[config.mk]
export PLATFORM = sky130hd
export DESIGN_NAME = tdc_multi_capture
export DESIGN_NICKNAME = d
export VERILOG_FILES = /design/src/rtl/tdc_multi_capture.sv
export SDC_FILE = /design/constraint.sdc
export NUM_CORES = 1
export LEC_CHECK = 0
export CORE_ASPECT_RATIO = 1.1
export CORE_MARGIN = 1
export CORE_UTILIZATION = 49
export CTS_CLUSTER_SIZE = 14
export DETAILED_ROUTE_END_ITERATION = 10
export PLACE_DENSITY = 0.7
export SLEW_MARGIN = 20
export SYNTH_ARGS = -nofsm -noshare
export SYNTH_HDL_FRONTEND = slang
export SYNTH_SLANG_ARGS = --single-unit
[constraint.sdc]
create_clock -name clk -period 14.67 [get_ports clk]
set_input_delay 1.467 -clock clk [delete_from_list [all_inputs] [get_ports clk]]
set_output_delay 1.467 -clock clk [all_outputs]
set_load 0.02 [all_outputs]
[src/rtl/tdc_multi_capture.sv]
// rtl/tdc_multi_capture.sv - multi-channel coarse/fine TDC capture controller with record FIFO
module tdc_multi_capture #(
    parameter int N_DELAY    = 32,
    parameter int N_CH       = 2,
    parameter int COARSE_W   = 8,
    parameter int FIFO_DEPTH = 4
) (
    input  logic                    clk,
    input  logic                    rst_n,
    input  logic                    arm,
    input  logic                    start,
    input  logic [N_CH-1:0]         stop,
    input  logic [N_CH*N_DELAY-1:0] therm,
    input  logic [1:0]              byte_sel,
    input  logic                    rd_en,
    output logic [7:0]              dout,
    output logic                    empty,
    output logic                    full,
    output logic                    overflow,
    output logic                    busy
);
    localparam int AW = $clog2(FIFO_DEPTH);

    typedef enum logic [1:0] {S_IDLE, S_ARMED, S_RUN, S_DRAIN} state_t;

    state_t              state_q, state_d;
    logic                arm_q, start_q;
    logic [N_CH-1:0]     stop_q;
    logic [COARSE_W-1:0] coarse_q, coarse_d;
    logic [N_CH-1:0]     captured_q, captured_d;
    logic [N_CH-1:0]     pending_q, pending_d;
    logic [31:0]         pend_rec_q [N_CH];
    logic [31:0]         pend_rec_d [N_CH];
    logic                overflow_q, overflow_d;
    logic [31:0]         fifo_q [FIFO_DEPTH];
    logic [AW:0]         wr_ptr_q, rd_ptr_q;

    logic                arm_edge, start_edge;
    logic [N_CH-1:0]     stop_edge;
    logic [N_CH-1:0]     sel_oh;
    logic [31:0]         sel_rec, head;
    logic                wr_req, do_wr, do_rd, drop;

    // Fine time is the number of set taps; clamp so it always fits the 8-bit field.
    function automatic logic [7:0] popcount(input logic [N_DELAY-1:0] v);
        int cnt;
        cnt = 0;
        for (int b = 0; b < N_DELAY; b++) cnt += int'(v[b]);
        if (cnt > 255) cnt = 255;
        return 8'(cnt);
    endfunction

    function automatic logic [31:0] make_rec(input logic tmo, input int ch,
                                             input logic [COARSE_W-1:0] c, input logic [7:0] f);
        logic [15:0] c16;
        c16 = '0;
        c16[COARSE_W-1:0] = c;
        return {tmo, 1'b0, 6'(ch), c16, f};
    endfunction

    assign arm_edge   = arm & ~arm_q;
    assign start_edge = start & ~start_q;
    assign stop_edge  = stop & ~stop_q;

    assign empty    = (wr_ptr_q == rd_ptr_q);
    assign full     = (wr_ptr_q[AW] != rd_ptr_q[AW]) && (wr_ptr_q[AW-1:0] == rd_ptr_q[AW-1:0]);
    assign head     = fifo_q[rd_ptr_q[AW-1:0]];
    assign overflow = overflow_q;
    assign busy     = (state_q != S_IDLE);

    // Pick the lowest-index pending record for this cycle's FIFO write.
    always_comb begin
        sel_oh  = '0;
        sel_rec = '0;
        for (int i = N_CH - 1; i >= 0; i--) begin
            if (pending_q[i]) begin
                sel_oh    = '0;
                sel_oh[i] = 1'b1;
                sel_rec   = pend_rec_q[i];
            end
        end
    end

    // A full FIFO still accepts a write when the head is popped in the same cycle.
    always_comb begin
        wr_req = |pending_q;
        do_rd  = rd_en & ~empty;
        do_wr  = wr_req & (~full | do_rd);
        drop   = wr_req & full & ~do_rd;
    end

    // Byte view of the head record; reads as zero when nothing is queued.
    always_comb begin
        dout = head[8*byte_sel +: 8];
        if (empty) dout = 8'h00;
    end

    // Run FSM: arming, coarse counting, per-channel capture and timeout fill.
    always_comb begin
        state_d    = state_q;
        coarse_d   = coarse_q;
        captured_d = captured_q;
        pending_d  = pending_q & ~sel_oh;
        pend_rec_d = pend_rec_q;
        overflow_d = overflow_q | drop;
        case (state_q)
            S_IDLE: begin
                if (arm_edge) begin
                    state_d    = S_ARMED;
                    overflow_d = 1'b0;
                    captured_d = '0;
                end
            end
            S_ARMED: begin
                if (start_edge) begin
                    state_d  = S_RUN;
                    coarse_d = '0;
                end
            end
            S_RUN: begin
                coarse_d = (coarse_q == '1) ? coarse_q : coarse_q + COARSE_W'(1);
                for (int i = 0; i < N_CH; i++) begin
                    if (stop_edge[i] && !captured_q[i]) begin
                        captured_d[i] = 1'b1;
                        pending_d[i]  = 1'b1;
                        pend_rec_d[i] = make_rec(1'b0, i, coarse_q,
                                                 popcount(therm[i*N_DELAY +: N_DELAY]));
                    end
                end
                if (coarse_q == '1) begin
                    // Channels still open at the last count get a timeout record.
                    for (int i = 0; i < N_CH; i++) begin
                        if (!captured_d[i]) begin
                            captured_d[i] = 1'b1;
                            pending_d[i]  = 1'b1;
                            pend_rec_d[i] = make_rec(1'b1, i, '1, 8'h00);
                        end
                    end
                    state_d = S_DRAIN;
                end else if (&captured_d) begin
                    state_d = S_DRAIN;
                end
            end
            S_DRAIN: begin
                if (pending_d == '0) state_d = S_IDLE;
            end
            default: state_d = S_IDLE;
        endcase
    end

    // Control state, edge detectors and FIFO pointers.
    always_ff @(posedge clk) begin
        if (rst_n) begin
            state_q    <= S_IDLE;
            coarse_q   <= '0;
            captured_q <= '0;
            pending_q  <= '0;
            overflow_q <= 1'b0;
            arm_q      <= 1'b0;
            start_q    <= 1'b0;
            stop_q     <= '0;
            wr_ptr_q   <= '0;
            rd_ptr_q   <= '0;
        end else begin
            state_q    <= state_d;
            coarse_q   <= coarse_d;
            captured_q <= captured_d;
            pending_q  <= pending_d;
            overflow_q <= overflow_d;
            arm_q      <= arm;
            start_q    <= start;
            stop_q     <= stop;
            if (do_wr) wr_ptr_q <= wr_ptr_q + (AW+1)'(1);
            if (do_rd) rd_ptr_q <= rd_ptr_q + (AW+1)'(1);
        end
    end

    // Record storage; validity is carried by pending_q and the FIFO pointers.
    always_ff @(posedge clk) begin
        pend_rec_q <= pend_rec_d;
        if (do_wr) fifo_q[wr_ptr_q[AW-1:0]] <= sel_rec;
    end

endmodule

Word-level counts from Yosys, hierarchy flattened
Memories as Yosys holds them, arrays and structs flattened. A register that Yosys moved wholly into a read port is not among the register bits. Index checks and enable logic that the tools add are counted.

Mux-type cells: 40. Reduce and logical (&&, ||, !) cells: 15. Equal/unequal tests: 12. Shifts and indexed selects: 1. Add/subtract/negate cells: 65. Bitwise operators: 17. Multipliers: 0. Divide/modulo/power cells: 0. Order comparisons: 2.

Operators with widths (number): two-way mux 32 bit (6); adder 31 x 1 -> 32 bit (2); greater-than comparator 32 x 9 -> 1 bit (second input constant) (2); two-way mux 64 bit (1); adder 30 x 1 -> 31 bit (2); adder 29 x 1 -> 30 bit (2); adder 28 x 1 -> 29 bit (2); adder 27 x 1 -> 28 bit (2); adder 26 x 1 -> 27 bit (2); adder 25 x 1 -> 26 bit (2); adder 24 x 1 -> 25 bit (2); adder 23 x 1 -> 24 bit (2); adder 22 x 1 -> 23 bit (2); adder 21 x 1 -> 22 bit (2); adder 20 x 1 -> 21 bit (2); adder 19 x 1 -> 20 bit (2); two-way mux 8 bit (5); adder 18 x 1 -> 19 bit (2); adder 17 x 1 -> 18 bit (2); adder 16 x 1 -> 17 bit (2); adder 15 x 1 -> 16 bit (2); indexed part select 32 x 6 -> 8 bit (1); adder 14 x 1 -> 15 bit (2); adder 13 x 1 -> 14 bit (2); other kinds (40) (99).

Memories kept: 1. Latch bits: 0. Bits of input ports: 73. Logic and storage cells: 165. Output and inout bits: 12. Flip-flop bits (word level): 89. Memory bits (writable): 128. ROM bits: 0.

Memory list: fifo_q (words 4, bits a word 32, read ports 1, clocked after memory_dff 1, write ports 1, line 35) `logic [31:0] fifo_q [FIFO_DEPTH];`.

Depth between registers and ports, before layout
Depth after elaboration: 36. Mapped depth: 15. Gate-level depth less buffers: 15.

Worst setup path before layout
Ideal clock, no wire load.

Path type: input to register. Start: input port therm[32]. End: register pend_rec_q[4] in the netlist's numbering, data pin. Required time: 14413 ps. Arrival: 5660 ps. Library setup time: 257 ps. Setup slack: 8754 ps. Stages: 15. Cell sequence: inv_1 -> fa_1 -> fa_1 -> fa_1 -> fa_1 -> fa_1 -> fa_1 -> inv_1 -> ha_1 -> inv_1 -> fa_1 -> nand2b_1 -> a21boi_0 -> o21ai_0 -> a32o_1.

Longest elaborated chain between the ends: 36.

RTL lines: start: declaration (line 13) `input logic [N_CH*N_DELAY-1:0] therm,`; adder 1 x 1 -> 2 bit (*) (line 48) `for (int b = 0; b < N_DELAY; b++) cnt += int'(v[b]);`; adder 2 x 1 -> 3 bit (*) (line 48); adder 3 x 1 -> 4 bit (*) (line 48); adder 4 x 1 -> 5 bit (*) (line 48); adder 5 x 1 -> 6 bit (*) (line 48); adder 6 x 1 -> 7 bit (*) (line 48); adder 7 x 1 -> 8 bit (*) (line 48); adder 8 x 1 -> 9 bit (*) (line 48); (+20 left out); adder 29 x 1 -> 30 bit (*) (line 48); adder 30 x 1 -> 31 bit (*) (line 48); adder 31 x 1 -> 32 bit (*) (line 48); greater-than comparator 32 x 9 -> 1 bit (line 49) `if (cnt > 255) cnt = 255;`; two-way mux 8 bit (*) (line 49); two-way mux 32 bit (*) (line 123) `if (stop_edge[i] && !captured_q[i]) begin`; two-way mux 32 bit (line 133) `if (!captured_d[i]) begin`; two-way mux 64 bit (*) (line 130) `if (coarse_q == '1) begin`; end signal: assignment (line 180) `pend_rec_q <= pend_rec_d;`; end: declaration (line 32) `logic [31:0] pend_rec_q [N_CH];`.

Mark *: on every way between the ends. The rest lies on a longest branch, timed or not. A chain may end at the register's enable or synchronous reset.

Worst setup path in the final report
Same ends and word-level chain as after synthesis.

==> impl_metrics.csv <==
group,metric,value,unit
run_status,outcome,"completed",
clock_tree,clock_sinks,219,
power_and_ir_drop,p_total,1.94,mW
sta,relSlewSlack,26.7,%
routing,drc_errors,0,
placement,hpwl,13800,um
grt,first_global_vias,6547,
routing,drt_iter0_drc,384,
routing,wl_per_cell,18.3,um
grt,grt_first_pass_wirelength,33800,um
cells_and_area,design_area,0.0125,mm2
routing,dr.pass1.iters,4,
setup_path,critPathKind,"input pin to flip-flop",
logic_synthesis,synth_edf_count,192,
clock_tree,cts_tree,"done",
cells_and_area,layout-drive-gt1-share,8.83,%
floorplanning,fp.coreArea,0.0215,mm2
floorplanning,die-area,0.0228,mm2
floorplanning,io-pin-count,85,
setup_path,crit_chain,"clkdlybuf4s50_1, inv_1, fa_1, fa_1, fa_1, fa_1, fa_1, fa_1, inv_1, ha_1, inv_1, fa_1, nand2b_1, a21boi_0, o21ai_0, a32o_1",
routing,wl,20700,um
setup_path,cp_num_buf_inv,4,
setup_path,cpMaxStageDelayCell,"fa_1",
logic_synthesis,synth_area,0.0109,mm2
clock_tree,hold_buffers,0,
sta,hold_violations,0,
placement,port_buffers,84,
logic_synthesis,synthTopCellsByCount,"edfxtp_1 (192), inv_1 (107), fa_1 (48)",
floorplanning,die-height,158,um
job,cap_viol_max_count,0,
hold_path,hold_class,"flip-flop to flip-flop",
logic_synthesis,synth_top_cell_by_area,"edfxtp_1",
sta,worst_slack,8.48,ns
setup_path,crit_family,"adder cells",
routing,vias,6202,
sta,worst_pin_slew,1.10,ns
logic_synthesis,yosysSeqAreaShare,58.1,%
grt,antenna_found_initial,0,
setup_path,startpoint_type,"input pin",
clock_tree,clk_path_buf_depth,3,
routing,via_per_inst,5.50,
logic_synthesis,synth_cells,744,
logic_synthesis,netlist_top_cells_area,"edfxtp_1 (53%), fa_1 (8.8%), dfxtp_1 (5.0%)",
sta,max_freq,0.162,GHz
logic_synthesis,synthFlopType,"edfxtp_1",
power_and_ir_drop,p_leak,4.70,nW
logic_synthesis,synth.ff_latch_count,219,
setup_path,cp_common_cell,"fa_1",
placement,place_area,0.0119,mm2
placement,gp_congestion,0.797,
setup_path,critPathCaptureType,"flip-flop",
logic_synthesis,syn_area_per_cell,14.6,um2
clock_tree,cts_inserted_buffers,21,
sta,min_period,6.19,ns
grt,grt_max_degree,54,
setup_path,slowest_delay,0.56,ns
logic_synthesis,synth_cell_types,65,
floorplanning,placementRows,56,
routing,drtAntennaViolNets,0,
cells_and_area,diodes,0,
clock_tree,root_buffer,"clkbuf_16",
clock_tree,clk_latency,0.49,ns
sta,rsz0062_at_grt,"false",
sta,setup_viol,0,
grt,overflow,0,
clock_tree,post-cts-setup-buffers,0,
power_and_ir_drop,ir_drop,86.9,uV
clock_tree,h-tree-depth,1,
sta,min_period_over_period,42.2,%
floorplanning,start_util,50.5,%
logic_synthesis,synth_most_common_cell,"edfxtp_1",
floorplanning,die_w,144,um
setup_path,worstPathRequired,14.91,ns
sta,setup-tns-final,0,ns
cells_and_area,fin_util,58.3,%
cells_and_area,area_delta_synth_final,15.6,%
cells_and_area,nNetsFinal,970,
sta,final.setup_skew,0.00754,ns
grt,grtUsageTotal,19.3,%
clock_tree,path_clk_slew,0.06,ns
sta,report.final.slew_viol_count,0,
logic_synthesis,ys.warnings.count,0,
setup_path,path_max_fanout,2,
power_and_ir_drop,powerDensity,155,mW/mm2
logic_synthesis,synth_fp_nets,889,
logic_synthesis,async_reset_ff_share,0,%
clock_tree,cts-resized-gates,0,
logic_synthesis,netlist.area_leader.share,53.1,%
placement,place_ws,7.97,ns
setup_path,worstPathArrival,6.43,ns
-- per-stage QoR --
| stage | hold slack [ns] | instances |
|---|---|---|
| after floorplan | 0.481 | 744 |
| after global placement | 0.494 | 1092 |
| after detailed placement | 0.525 | 1092 |
| after CTS | 0.535 | 1128 |
| after global routing | 0.550 | 1128 |
| final | 0.532 | 1128 |
-- power breakdown --
group	switching, mW	internal, mW
sequential	0.0322	0.766
clock	0.213	0.273
combinational	0.366	0.288
total	0.611	1.33
-- layout by cell type, fill, tap and decap left out, types with 21 or more instances in the layout --
cell,n
dfxtp_1,27
and2_1,33
edfxtp_1,192
clkdlybuf4s50_1,84
a22o_1,33
fa_1,48
mux4_2,22
a21oi_1,22
inv_1,107
clkbuf_16,21
ha_1,23
-- cell families after synthesis --
logic type,synth area share [%]
flops,58.1
buf+inv,5.40
compound gates,9.18
simple gates,6.15
fa+ha+maj,11.6
mux,8.68
xor+xnor,0.887
-- state kept, by name, indices dropped and copies added, names as in the netlist, named ones only --
signal      count
arm_q           1
pending_q       2
overflow        1
state_q         2
stop_q          2
fifo_q        128
rd_ptr_q        3
start_q         1
pend_rec_q     64
wr_ptr_q        3
coarse_q        8
captured_q      2
-- worst min-delay path, stage by stage (launching register included) --
cell	delay, ns
dfxtp_1	0.34
nand2b_1	0.08
mux2i_1	0.07
-- layout make-up --
| class | count | area (um2) |
|---|---|---|
| fill | 1658 | 8960 |
| sequential | 219 | 6310 |
| multi-input combinational | 384 | 3980 |
| timing repair buffer | 91 | 893 |
| clock buffer | 30 | 579 |
| inverter | 108 | 405 |
| tap | 290 | 363 |
| clock inverter | 6 | 25.0 |
-- metal layers --
layer | part of all wire (%) | track usage, % | up-vias | wire, um
li1 | - | - | 2883 | -
met3 | 3.5 | 2.51 | 19 | 727
met2 | 54 | 35.8 | 140 | 11100
met1 | 42 | 24.1 | 3160 | 8600
met4 | 1.0 | 3.50 | 0 | 216
met5 | 0 | 0 | - | 0
-- worst paths after layout --
check / depth (start not counted) / from / slack (ns) / end
min: 2 / state_q[1] / 0.53 / state_q[1]
min reg2reg: 2 / state_q[1] / 0.53 / state_q[1]
max reg2reg: 7 / state_q[0] / 12.13 / state_q[1]
max: 16 / therm[32] / 8.48 / pend_rec_q[4]
Power figures use the tool's default switching activity.
==> edit 1, RTL diff (config.mk and constraints unchanged) <==
Re-encode `state_t` (4 states) as Gray code, 2 bits wide.
--- a/src/rtl/tdc_multi_capture.sv
+++ b/src/rtl/tdc_multi_capture.sv
@@ -23,3 +23,3 @@
 
-    typedef enum logic [1:0] {S_IDLE, S_ARMED, S_RUN, S_DRAIN} state_t;
+    typedef enum logic [1:0] {S_IDLE = 2'b00, S_ARMED = 2'b01, S_RUN = 2'b11, S_DRAIN = 2'b10} state_t;
 
Check against the original RTL: no difference found for any inputs over 4 cycles, from zero or initial values and one cycle with rst_n high; so few cycles prove little.
==> edit 1 against the original RTL <==
- setup slack improved by 240 ps
- register-to-register slack gained 80 ps
- sequential power is 14% lower
- highest routed layer unchanged
- first-iteration DRC count fell by 15%
- total power shrank 9.1%
- utilization grew 0.26 points
- clock skew grew 5.1 ps
- wire length decreased by 1.3%
- final area is 0.78% higher
- sequential cell count did not move
- synthesized cell count up 1.2%
- area after synthesis up 0.67%
- die area grew 0.66%
==> edit 1: results (changes against the original RTL) <==
Outcome
  – Outcome: complete, no violations

Yosys
  – Top post-synthesis cells by area: edfxtp_1 (53%), fa_1 (8.8%), dfxtp_1 (4.9%), inv_1 (3.8%), mux4_1 (3.6%)
  – Count of cell types in the netlist: 63 (-3.1%)
  – Synth warn: 0 (unchanged)
  – Top post-synthesis cells by count: edfxtp_1 (192), inv_1 (110), fa_1 (48)
  – Synth Net Count: 894 (+0.56%)
  – Post-synthesis sequential area ratio: 0.5769 (-0.003856)
  – Post-synthesis mux area share: 0.08539 (-0.001377)
  – XOR/XNOR Fraction of Synth Area: 0.009615 (+0.0007424)

Timing
  – Final setup margin: 8716 ps (+236.9 ps)
  – Slew @ Worst Pin: 1057 ps (-42.30 ps)
  – Clk_skew: 12.67 ps (+5.130 ps)

Clock network
  – CTS max path bufs: 3 (unchanged)

Worst setup path
  – Setup crit start: therm[0]
  – Reg2Reg Depth: 5 (-2)
  – FF-to-FF setup slack: 12210 ps (+80 ps)
  – Worst path arrival time: 6190 ps (-240 ps)
  – R2r startpoint: coarse_q[0]$_SDFFE_PP0P_
  – Worst reg2reg path endpoint: pend_rec_q[4]$_DFFE_PP_
  – Crit-path max cell delay: 590 ps (+30 ps)

Power and ir drop
  – Worst VDD drop: 0.09244 mV (+6.3%)
  – Sw power: 0.4846 mW (-21%)
  – Leak Pwr: 4.505 nW (-4.1%)

Finish
  – Fillers: 1746 (+5.3%)
  – Layout cells sized above 1: 0.08294 (-0.005367)

Placement
  – DP HPWL: 13330 um (-3.3%)
  – GP Congestion: 0.8106 (+1.7%)
  – Dpl ws: 8194 ps (+227.2 ps)

GRT
  – First-pass GRT wire length: 33110 um (-2.0%)
  – Number of global-route vias before repair: 6570 (+0.35%)
  – Tot GR Track Use: 0.1885 (-0.004695)

Route
  – Iteration-0 DRC Markers: 326 (-15%)
  – WL final: 20400 um (-1.3%)
[edit 1: cell types whose count changed after synthesis, moves of 7 or more]
cell	delta
and2_1	-15
mux4_1	+7
mux4_2	-9
nand2b_1	-8
nor2b_1	+21
o21ai_1	-9
[edit 1: cells by family after synthesis]
group | count (synthesis)
AO/OA/AOI/OAI | 127
XOR/XNOR | 12
adder cells (fa/ha/maj) | 68
buffers and inverters | 147
flip-flops | 219
multiplexers | 51
AND/OR/NAND/NOR | 129
[edit 1: metrics by stage]
step	cells	instance area (um^2)
CTS	1134	12650
finish	1134	12650
floorplan	753	10930
global placement	1095	11920
global route	1134	12650
detailed placement	1095	11920
[edit 1: worst min-delay path by stage]
stage	from	endpoint	slack (ps)	depth (start not counted)
3_5_place_dp	rd_ptr_q[2]$_SDFFE_PP0P_	rd_ptr_q[2]$_SDFFE_PP0P_	500	2
3_3_place_gp	rd_ptr_q[2]$_SDFFE_PP0P_	rd_ptr_q[2]$_SDFFE_PP0P_	490	2
5_1_grt	rd_ptr_q[2]$_SDFFE_PP0P_	rd_ptr_q[2]$_SDFFE_PP0P_	540	2
6_report	rd_ptr_q[2]$_SDFFE_PP0P_	rd_ptr_q[2]$_SDFFE_PP0P_	510	2
4_1_cts	rd_ptr_q[2]$_SDFFE_PP0P_	rd_ptr_q[2]$_SDFFE_PP0P_	520	2
2_1_floorplan	rd_ptr_q[2]$_SDFFE_PP0P_	rd_ptr_q[2]$_SDFFE_PP0P_	470	2
[edit 1: area by class of cell]
class / instances / area [um^2] / share of cell area
well taps: 290 / 362.8 / 0.02869
repair buffers: 89 / 878.3 / 0.06946
flip-flops and latches: 219 / 6309 / 0.4989
clock buffers: 34 / 649.4 / 0.05135
clock inverters: 5 / 73.82 / 0.005838
inverters: 110 / 412.9 / 0.03265
multi-input cells: 387 / 3960 / 0.3131
[edit 1: worst max-delay path: cells and delay by family]
kind            cells  cell delay (ps)
buf+inv             5              730
compound gates      4              720
fa+ha+maj           7             3290
[edit 1: metal layers]
layer  share of wire  track usage  up-vias
li1                -            -     2899
met4           0.016      0.05063        0
met2            0.51       0.3365      168
met1            0.43       0.2436     3158
met5               0            0        -
met3           0.050      0.02075       23
[edit 1: power groups by stage]
stage / clock [mW] / combinational [mW] / sequential (mW)
6_report: 0.557 / 0.518 / 0.687
5_1_grt: 0.592 / 0.600 / 0.687
4_1_cts: 0.567 / 0.528 / 0.687
3_5_place_dp: 0 / 0.525 / 0.700
3_3_place_gp: 0 / 0.508 / 0.700
2_1_floorplan: 0 / 0.415 / 0.699
==> edit 2, RTL diff (same settings) <==
Without the edit above. `FIFO_DEPTH`: 4 -> 8.
--- a/src/rtl/tdc_multi_capture.sv
+++ b/src/rtl/tdc_multi_capture.sv
@@ -5,3 +5,3 @@
     parameter int COARSE_W   = 8,
-    parameter int FIFO_DEPTH = 4
+    parameter int FIFO_DEPTH = 8
 ) (
Check against the original RTL: same outputs for any inputs over 4 cycles, from zero or initial values and one cycle with rst_n high; that may be too few to reach the edited logic, so the function may still have changed.
==> edit 2 against the original RTL <==
- clock skew is 6.1 ps higher
- sequential power up 54%
- via count increased by 39%
- largest power group unchanged
- register-to-register slack got worse by 30 ps
- final area increased by 45%
- setup slack better by 130 ps
- wire length up 49%
- total power is 41% higher
- sequential cell count grew 131
- maximum frequency up 2.1%
- area after synthesis up 48%
- critical path depth decreased by 8
- first-iteration DRC count is 73% higher
==> edit 2: results (changes against the original RTL) <==
Power and ir drop
  – Worst VDD drop: 0.1169 mV (+34%)
  – Leak Pwr: 6.433 nW (+37%)
  – Switching portion of total power: 0.2855 (-0.02983)

GRT
  – First-pass GRT wire length: 48970 um (+45%)
  – Met1 Use GR: 0.2514 (+0.009894)
  – Routing usage on met2: 0.3312 (-0.02721)

Yosys
  – Post-synthesis mux area share: 0.09953 (+0.01276)
  – Top post-synthesis cells by count: edfxtp_1 (320), inv_1 (100), fa_1 (48)
  – Post-synthesis adder-cell area fraction: 0.07611 (-0.04005)
  – Post-synthesis sequential area ratio: 0.6350 (+0.05424)
  – Post-synth EDFFs: 320 (+67%)

Worst setup path
  – Setup crit start: byte_sel[0]
  – Worst path arrival time: 4600 ps (-1830 ps)
  – Worst reg2reg path endpoint: fifo_q[4][18]$_DFFE_PP_
  – Crit path capture: dout[7]

Route
  – Drt first pass iters: 5 (+1)
  – Via count: 8594 (+39%)
  – Met2 Routed Length: 15390 um (+38%)
  – Met3 wire len: 1340 um (+84%)

Hold path
  – Hold Path End: wr_ptr_q[3]$_SDFFE_PP0P_
  – Hold path startpoint: wr_ptr_q[3]$_SDFFE_PP0P_

Timing
  – Final setup margin: 8607 ps (+127.6 ps)
  – Clk_skew: 13.64 ps (+6.095 ps)

Outcome
  – Outcome: complete, no violations

Placement
  – DP HPWL: 18610 um (+35%)
  – GP Congestion: 0.7698 (-3.4%)
  – Placed Area: 17260 um^2 (+44%)

Finish
  – Layout cells sized above 1: 0.1237 (+0.03536)
  – Fillers: 2579 (+56%)

Clock network
  – Worst-Skew Late Latency: 560 ps (+70 ps)
  – Inserted Clock Buffers: 31 (+48%)
## edit 2: changes by cell type in the layout (fill, tap and decap cells not counted), sizes merged, moves of 11 or more
| cell | delta |
|---|---|
| edfxtp | +128 |
| nor2b | +27 |
| nor2 | +26 |
| nor3 | +25 |
| nand2 | +24 |
| and2 | -20 |
| mux4 | +18 |
| clkbuf | +17 |
| mux2 | +17 |
| a211oi | +16 |
| and2b | +11 |
## edit 2: layout make-up
class	count	share of cell area
Tap cell	426	0.02931
Timing Repair Buffer	99	0.05242
Inverter	100	0.02064
Clock inverter	10	0.004196
Sequential cell	350	0.5618
Clock buffer	47	0.04706
Multi-Input combinational cell	518	0.2846
## edit 2: per-stage QoR
stage	hold slack (ps)	total power, mW	util	instances
finish	504.7	2.733	0.5633	1550
detailed placement	496.2	2.004	0.5344	1493
global placement	484.5	1.983	0.5344	1493
floorplan	474.6	1.831	-	1013
CTS	505.8	2.761	0.5633	1550
global route	519.1	2.896	0.5633	1550
